### src/rtl/ram_dp_init.sv
// Simple dual-port RAM: one byte-enabled write port and one registered read port.
// Reads take RD_LATENCY (1 or 2) cycles and are marked by a read-valid strobe.
// A two-state sweep (INIT/IDLE) writes INIT_VALUE to every word after reset or on init_i.
// While the sweep runs, port reads and writes are dropped.
// Optional feature macro: RAM_BYPASS_EN. When it is defined, a read and a write to the
// same address in the same cycle return the new data on the enabled lanes (write-first,
// per lane). When it is undefined, the read returns the old word (read-before-write).
module ram_dp_init #(
   parameter int                    ADDR_WIDTH = 6,
   parameter int                    DATA_WIDTH = 32,
   parameter int                    BYTE_WIDTH = 8,
   parameter int                    RD_LATENCY = 1,
   parameter logic [DATA_WIDTH-1:0] INIT_VALUE = '0
) (
   input  logic                             clk_i,
   input  logic                             rst_ni,
   input  logic                             init_i,
   output logic                             busy_o,
   input  logic                             write_ena_i,
   input  logic [ADDR_WIDTH-1:0]            w_addr_i,
   input  logic [DATA_WIDTH/BYTE_WIDTH-1:0] w_be_i,
   input  logic [DATA_WIDTH-1:0]            bus_data_i,
   input  logic                             read_ena_i,
   input  logic [ADDR_WIDTH-1:0]            r_addr_i,
   output logic [DATA_WIDTH-1:0]            bus_data_o,
   output logic                             read_valid_o
);

   localparam int NBE   = DATA_WIDTH / BYTE_WIDTH;
   localparam int DEPTH = 2 ** ADDR_WIDTH;
   // The counter is one bit wider than the address, so the last index never wraps.
   localparam logic [ADDR_WIDTH:0] CNT_LAST = (ADDR_WIDTH + 1)'(DEPTH - 1);

   // Illegal configurations stop elaboration.
   if (DATA_WIDTH % BYTE_WIDTH != 0) begin : g_bad_width
      $error("ram_dp_init: DATA_WIDTH must be a multiple of BYTE_WIDTH");
   end

   typedef enum logic {
      S_INIT,
      S_IDLE
   } state_t;

   state_t                  state_q, state_d;
   logic [ADDR_WIDTH:0]     cnt_q, cnt_d;
   logic                    port_en;
   logic                    wr_acc;
   logic                    rd_acc;
   logic [DATA_WIDTH-1:0]   rd_word;
   logic [DATA_WIDTH-1:0]   mem [DEPTH];
   logic [DATA_WIDTH-1:0]   s1_data_q;
   logic                    s1_valid_q;

   // Holds the sweep FSM state and the sweep address counter.
   always_ff @(posedge clk_i or negedge rst_ni) begin
      // NOTE: sequential state always uses non-blocking assignments, so every register
      // samples values from before the edge no matter how the blocks are ordered.
      if (!rst_ni) begin
         state_q <= S_INIT;
         cnt_q   <= '0;
      end else begin
         state_q <= state_d;
         cnt_q   <= cnt_d;
      end
   end

   // Next state: sweep one word per cycle; IDLE accepts a new init request.
   always_comb begin
      // NOTE: every output of a comb block gets a default first, so no path leaves it
      // unassigned and no latch is inferred.
      state_d = state_q;
      cnt_d   = cnt_q;
      case (state_q)
         S_INIT: begin
            cnt_d = cnt_q + 1'b1;
            if (cnt_q == CNT_LAST) begin
               state_d = S_IDLE;
            end
         end
         S_IDLE: begin
            if (init_i) begin
               state_d = S_INIT;
               cnt_d   = '0;
            end
         end
         default: begin
            state_d = S_INIT;
            cnt_d   = '0;
         end
      endcase
   end

   // Outputs of the FSM: busy flag and gating of the user ports.
   always_comb begin
      busy_o  = (state_q == S_INIT);
      port_en = (state_q == S_IDLE);
      wr_acc  = port_en & write_ena_i;
      rd_acc  = port_en & read_ena_i;
   end

   // Array writes: the sweep has priority; otherwise byte-enabled port writes.
   always_ff @(posedge clk_i) begin
      // NOTE: the array has no reset. Resetting every word would turn the RAM into
      // flops; the sweep clears it instead.
      if (busy_o) begin
         mem[cnt_q[ADDR_WIDTH-1:0]] <= INIT_VALUE;
      end else if (wr_acc) begin
         for (int k = 0; k < NBE; k++) begin
            if (w_be_i[k]) begin
               mem[w_addr_i][k*BYTE_WIDTH +: BYTE_WIDTH] <= bus_data_i[k*BYTE_WIDTH +: BYTE_WIDTH];
            end
         end
      end
   end

   // Word seen by the read port, with optional per-lane forwarding of a same-address write.
   always_comb begin
      rd_word = mem[r_addr_i];
`ifdef RAM_BYPASS_EN
      if (wr_acc && (w_addr_i == r_addr_i)) begin
         for (int k = 0; k < NBE; k++) begin
            if (w_be_i[k]) begin
               rd_word[k*BYTE_WIDTH +: BYTE_WIDTH] = bus_data_i[k*BYTE_WIDTH +: BYTE_WIDTH];
            end
         end
      end
`endif
   end

   // First read stage: capture the word on an accepted read and hold it otherwise.
   always_ff @(posedge clk_i or negedge rst_ni) begin
      if (!rst_ni) begin
         s1_data_q  <= '0;
         s1_valid_q <= 1'b0;
      end else begin
         s1_valid_q <= rd_acc;
         if (rd_acc) begin
            s1_data_q <= rd_word;
         end
      end
   end

   if (RD_LATENCY == 1) begin : g_lat1
      assign bus_data_o   = s1_data_q;
      assign read_valid_o = s1_valid_q;
   end else if (RD_LATENCY == 2) begin : g_lat2
      logic [DATA_WIDTH-1:0] s2_data_q;
      logic                  s2_valid_q;

      // Second read stage: a plain register, so a read can still be issued every cycle.
      always_ff @(posedge clk_i or negedge rst_ni) begin
         if (!rst_ni) begin
            s2_data_q  <= '0;
            s2_valid_q <= 1'b0;
         end else begin
            s2_valid_q <= s1_valid_q;
            if (s1_valid_q) begin
               s2_data_q <= s1_data_q;
            end
         end
      end

      assign bus_data_o   = s2_data_q;
      assign read_valid_o = s2_valid_q;
   end else begin : g_bad_latency
      $error("ram_dp_init: RD_LATENCY must be 1 or 2");
   end

endmodule

### config.mk
export PLATFORM = sky130hd
export DESIGN_NAME = ram_dp_init
export DESIGN_NICKNAME = d
export VERILOG_FILES = /design/src/rtl/ram_dp_init.sv
export SDC_FILE = /design/constraint.sdc
export NUM_CORES = 2
export LEC_CHECK = 0
export ABC_AREA = 1
export ABC_CLOCK_PERIOD_IN_PS = 4900
export CAP_MARGIN = 40
export CORE_UTILIZATION = 45
export CTS_CLUSTER_DIAMETER = 30
export CTS_CLUSTER_SIZE = 16
export DETAILED_ROUTE_END_ITERATION = 12
export DONT_BUFFER_PORTS = 1
export SYNTH_ARGS = -nofsm -noshare
export SYNTH_HDL_FRONTEND = slang
export SYNTH_SLANG_ARGS = --single-unit
### constraint.sdc
create_clock -name clk_i -period 4.9 [get_ports clk_i]
set_input_delay 1.47 -clock clk_i [delete_from_list [all_inputs] [get_ports clk_i]]
set_output_delay 1.47 -clock clk_i [all_outputs]
set_load 0.02 [all_outputs]
After elaboration in Yosys (flattened, before gate mapping)

Memory sizes are Yosys's and may differ from the RTL's. A register that Yosys moved wholly into a read port is not among the register bits.
Index checks and enable logic that the tools add are counted.

Memory bits (writable): 2,048
Input bits: 53
Memories kept: 1
Register bits after elaboration: 9
Logic and storage cells: 37
Output and inout port bits: 34

Memory list:

| name | words | bits a word | rd ports | clocked after Yosys merged registers in | write ports | RTL line | RTL |
|---|---|---|---|---|---|---|---|
| mem  | 64    | 32          | 1        | 1                                       | 1           | 50       | `logic [DATA_WIDTH-1:0] mem [DEPTH];` |

Muxes and demuxes: 25
Reductions and logical operators: 2
Equality and inequality tests: 2
Add/subtract/negate cells: 1
Bitwise operators: 3

Operators with widths:

| cell                  | number |
|---|---|
| $mux W32              | 1 |
| $reduce_or A32 Y1     | 1 |
| $mux W1               | 19 |
| $pmux W7 S2           | 1 |
| $add A7 B1 Y7 const B | 1 |
| $eq A7 B6 Y1 const B  | 1 |
| $mux W7               | 1 |
| $mux W6               | 1 |
| $mux W4               | 1 |
| $and A1 B1 Y1         | 2 |
| $ne A2 B2 Y1 const B  | 1 |
| $pmux W1 S2           | 1 |
| $logic_not A1 Y1      | 1 |
| $not A1 Y1            | 1 |

Depth between registers and ports, before layout

Word-level depth: 6
Depth in mapped cells: 13

Least setup slack after synthesis

OpenSTA, ideal clock, no wires.

Path kind: input port to flip-flop
From: input write_ena_i
To: memory mem[0][10], data pin
Library setup time: 0.500 ns
Buffers on the path: 3
Cell stages on the path: 9
Setup slack: 0.528 ns
Data required time: 4.400 ns
Arrival time: 3.872 ns
Cells stage by stage: buf_2 > nand2_1 > inv_2 > o21ai_1 > nand2_2 > buf_2 > inv_1 > clkbuf_1 > nor2_1

Longest elaborated chain between the ends: 6

Ends and longest elaborated chain:

| element                         | RTL line | RTL |
|---|---|---|
| from (decl)                     | 19       | `input logic write_ena_i,` |
| $and A1 B1 Y1 (*)               | 97       | `wr_acc = port_en & write_ena_i;` |
| $mux W1                         | 107      | `end else if (wr_acc) begin` |
| $mux W1                         | 105      | `if (busy_o) begin` |
| $mux W1 (not written as such)   | 110      | `mem[w_addr_i][k*BYTE_WIDTH +: BYTE_WIDTH] <= bus_data_i[k*BYTE_WIDTH +: BYTE_WIDTH];` |
| $reduce_or A32 Y1 (no line) (*) | -        |  |
| $mux W32 (no line) (*)          | -        |  |
| to (decl)                       | 50       |  |

Every way passes the cells marked *; elsewhere a longest branch is shown, timed or not.

==> results.md <==
* Vias per cell at 5.65
* Crit-path most repeated cell: nand3_1
* WP data required at 5740 ps
* DR pass1 iterations at 12
* Initial antenna violation count at 15
* Tcrit/Tclk final at 166%
* Slew HR at -339%
* Tmin final at 8150 ps
* Syn avg cell area at 11.8 um^2
* Syn nets at 7,232
* Starting DRT DRC Count at 7,125
* Synth cell types at 26
* Resized cells post-CTS at 0
* Worst hold margin at 254 ps
* CP max-delay cell: inv_8
* Placer Congestion at 0.906
* Critical path fanouts, max at 1,025
* Global-route usage over all layers at 26.6%
* Worst r2r src: port_en
* Mapped Area at 84,400 um^2
* Leakage power at 39.0 nW
* Delay-heaviest family, CP: buffers and inverters
* Die area at 189,000 um^2
* R2R Path End: mem[20][29]
* Most used DFF post-synth: edfxtp_1
* Area of the multi-input gates at 20,000 um^2
* Total gr overflow at 0
* Worst ir drop on vdd at 0.387 mV
* Port bufs at 0
* Sink Count at 2,089
* Final setup violation count at 32
* CP peak stage delay at 2330 ps
* CP Class: input port to flip-flop
* Worst Path Arrival at 8990 ps
* R2R depth at 9
* CTS tree: yes
* H-tree depth reported by CTS at 5
* Cell count after synthesis at 7,178
* Storage cell area at 62,500 um^2
* Worst skew pair latency at 960 ps
* Worst Setup EP: bus_data_o[1]
* Largest net degree at the start of global routing at 1,026
* Seq/Total Area, Yosys at 74.1%
* Initial core utilization at 45.4%
* Peak Freq at 123 MHz
* Share of cells above drive strength 1 at 14.3%
* Final Hold Vio Count at 0
* Number of flops mapped to enable cells by yosys at 2,048
* Failing checks: max-slew violations, negative setup slack
* Critical Path End Type: flip-flop
* Number of fill cells at 15,098
* Max-Cap Viols at 0
* Max Slew Vio Count at 941
* Via count at 58,256
* Post-DP HPWL at 145,000 um
* Num ports at 87
* Crit path launch: r_addr_i[0]
* Synth-to-layout area growth at 23.1%
* Vias in the first global route at 56,006
* Total CTS buffers at 415
* Worst-Margin Slew at 6590 ps
* Critical path cell sequence: inv_8 -> buf_12 -> buf_12 -> buf_4 -> nand2_1 -> nand3_1 -> nand3_1 -> nand3_1 -> nand3_1 -> nand3_1 -> nand3_1 -> nand2_1
* Final design utilization at 55.9%
* Critical path buffers and inverters at 4
* Drt wl/cell at 24.6 um
* Drt total wl at 254,000 um
* Pwr/cell area at 533 nW/um^2
* DRT antenna net count at 0
* Status: complete, but fails checks
* Worst-path clk slew at 50 ps
* Setup crit start kind: input port
* CTS Root Cell: clkbuf_16
* Num rows at 158
* Die Wd at 435 um
* Clock buffer depth at 4
* Final net count at 7,546
* YS warnings at 0
* Clock skew at 59.5 ps
* Min-delay worst type: input port to asynchronous set/reset pin
* Setup Fix Bufs, Post-CTS at 0
* Synthesis-stage register bit count at 2,089
* Die height at 435 um
* DRC Markers at 0
* R2r setup slk at 1480 ps
* CTS Hold Buffers Added at 0
* Unrepaired setup endpoints after global routing: no
* Final WS setup at -3250 ps
* Post-synth ARST share at 1.96%
* Core area at 186,000 um^2
* First-pass GRT wire length at 374,000 um
* Critical Path Stages at 12
==> routing by layer <==
metal / part of all wire [%] / GRT usage, % / vias to the layer above / wire length [um]
li1: - / - / 26228 / -
met1: 40 / 36.1 / 28527 / 102000
met2: 46 / 40.5 / 2923 / 116000
met3: 9.3 / 6.17 / 556 / 23700
met4: 4.7 / 12.6 / 22 / 12000
met5: 0.066 / 0 / - / 169
==> worst min path at each step <==
stage	start	to	cells after the start
final	rst_ni	bus_data_o[8]	0
after global routing	rst_ni	bus_data_o[28]	0
after CTS	rst_ni	bus_data_o[17]	0
after detailed placement	cnt_q[6]	cnt_q[6]	2
after global placement	cnt_q[6]	cnt_q[6]	2
after floorplan	cnt_q[6]	cnt_q[6]	2
==> logic make-up after synthesis <==
| family | count (synthesis) | share of synthesized area (%) |
|---|---|---|
| compound gates | 21 | 0.151 |
| xor+xnor | 1 | 0.0104 |
| fa+ha+maj | 1 | 0.0148 |
| buf+inv | 539 | 2.46 |
| flops | 2089 | 74.1 |
| simple gates | 4527 | 23.2 |
==> synth_stat cells (2+ instances only) <==
cell type / number / area share, %
nand2_1: 2199 / 9.8
buf_2: 41 / 0.24
nand4_1: 2 / 0.015
or2_2: 2 / 0.015
inv_2: 7 / 0.031
nor2_4: 8 / 0.11
clkbuf_1: 357 / 1.6
inv_1: 51 / 0.23
nor2_2: 8 / 0.059
o21ai_1: 6 / 0.036
dfrtp_1: 41 / 1.2
buf_1: 83 / 0.37
a21oi_1: 4 / 0.024
o21ai_0: 6 / 0.036
edfxtp_1: 2048 / 73
nor2_1: 289 / 1.3
nand3_1: 2017 / 12
==> state kept, by name (all words and copies together) (netlist names) <==
name and cells:
bus_data_o 32, port_en 1, mem 2048, cnt_q 7
read_valid_o 1
==> worst register-to-register path: cells and delay by family, from the launching register on <==
family,cells,cell delay [ps]
compound gates,2,400
flops,1,430
simple gates,6,2160
buf+inv,1,40
==> cell type report <==
cell class	count	share of cell area (%)
Antenna cell	10	0.0241
Clock buffer	467	10.4
Clock inverter	286	3.38
Inverter	58	0.235
Multi-Input combinational cell	4550	19.3
Sequential cell	2089	60.2
Tap cell	2480	2.99
Timing Repair Buffer	378	3.53
==> power breakdown <==
part | internal [mW] | switching (mW)
Combinational | 1.35 | 3.55
Sequential | 21.3 | 0.556
Clock | 19.3 | 9.32
Total | 42.0 | 13.4
==> cells in the final DEF, fill, tap and decap left out, drive strengths merged <==
cell type / synthesis / final
edfxtp: 2048 / 2048
nor2: 305 / 305
o21ai: 14 / 14
clkbuf: 357 / 467
dfrtp: 41 / 41
nor3: 1 / 1
a22oi: 1 / 1
o22ai: 1 / 1
or2: 2 / 2
buf: 124 / 378
ha: 1 / 1
clkinvlp: 0 / 52
a31o: 1 / 1
nand3: 2017 / 2017
xnor2: 1 / 1
a21oi: 4 / 4
nand4: 2 / 2
nand2: 2200 / 2200
clkinv: 0 / 124
bufinv: 0 / 67
inv: 58 / 101
diode: 0 / 10
==> metrics by stage <==
step | setup slack, ps | total power, mW | TNS [ps] | std cells | area [um^2]
5_1_grt | 1290 | 56.9 | 0 | 10313 | 104000
3_5_place_dp | 581 | 26.9 | 0 | 9554 | 89600
6_report | -3250 | 55.4 | -98460 | 10318 | 104000
3_3_place_gp | 519 | 26.9 | 0 | 9548 | 89500
2_1_floorplan | 528 | 24.8 | 0 | 7178 | 84400
4_1_cts | 1460 | 55.5 | 0 | 10307 | 104000
Note: power is estimated with default switching activity, not from simulation.
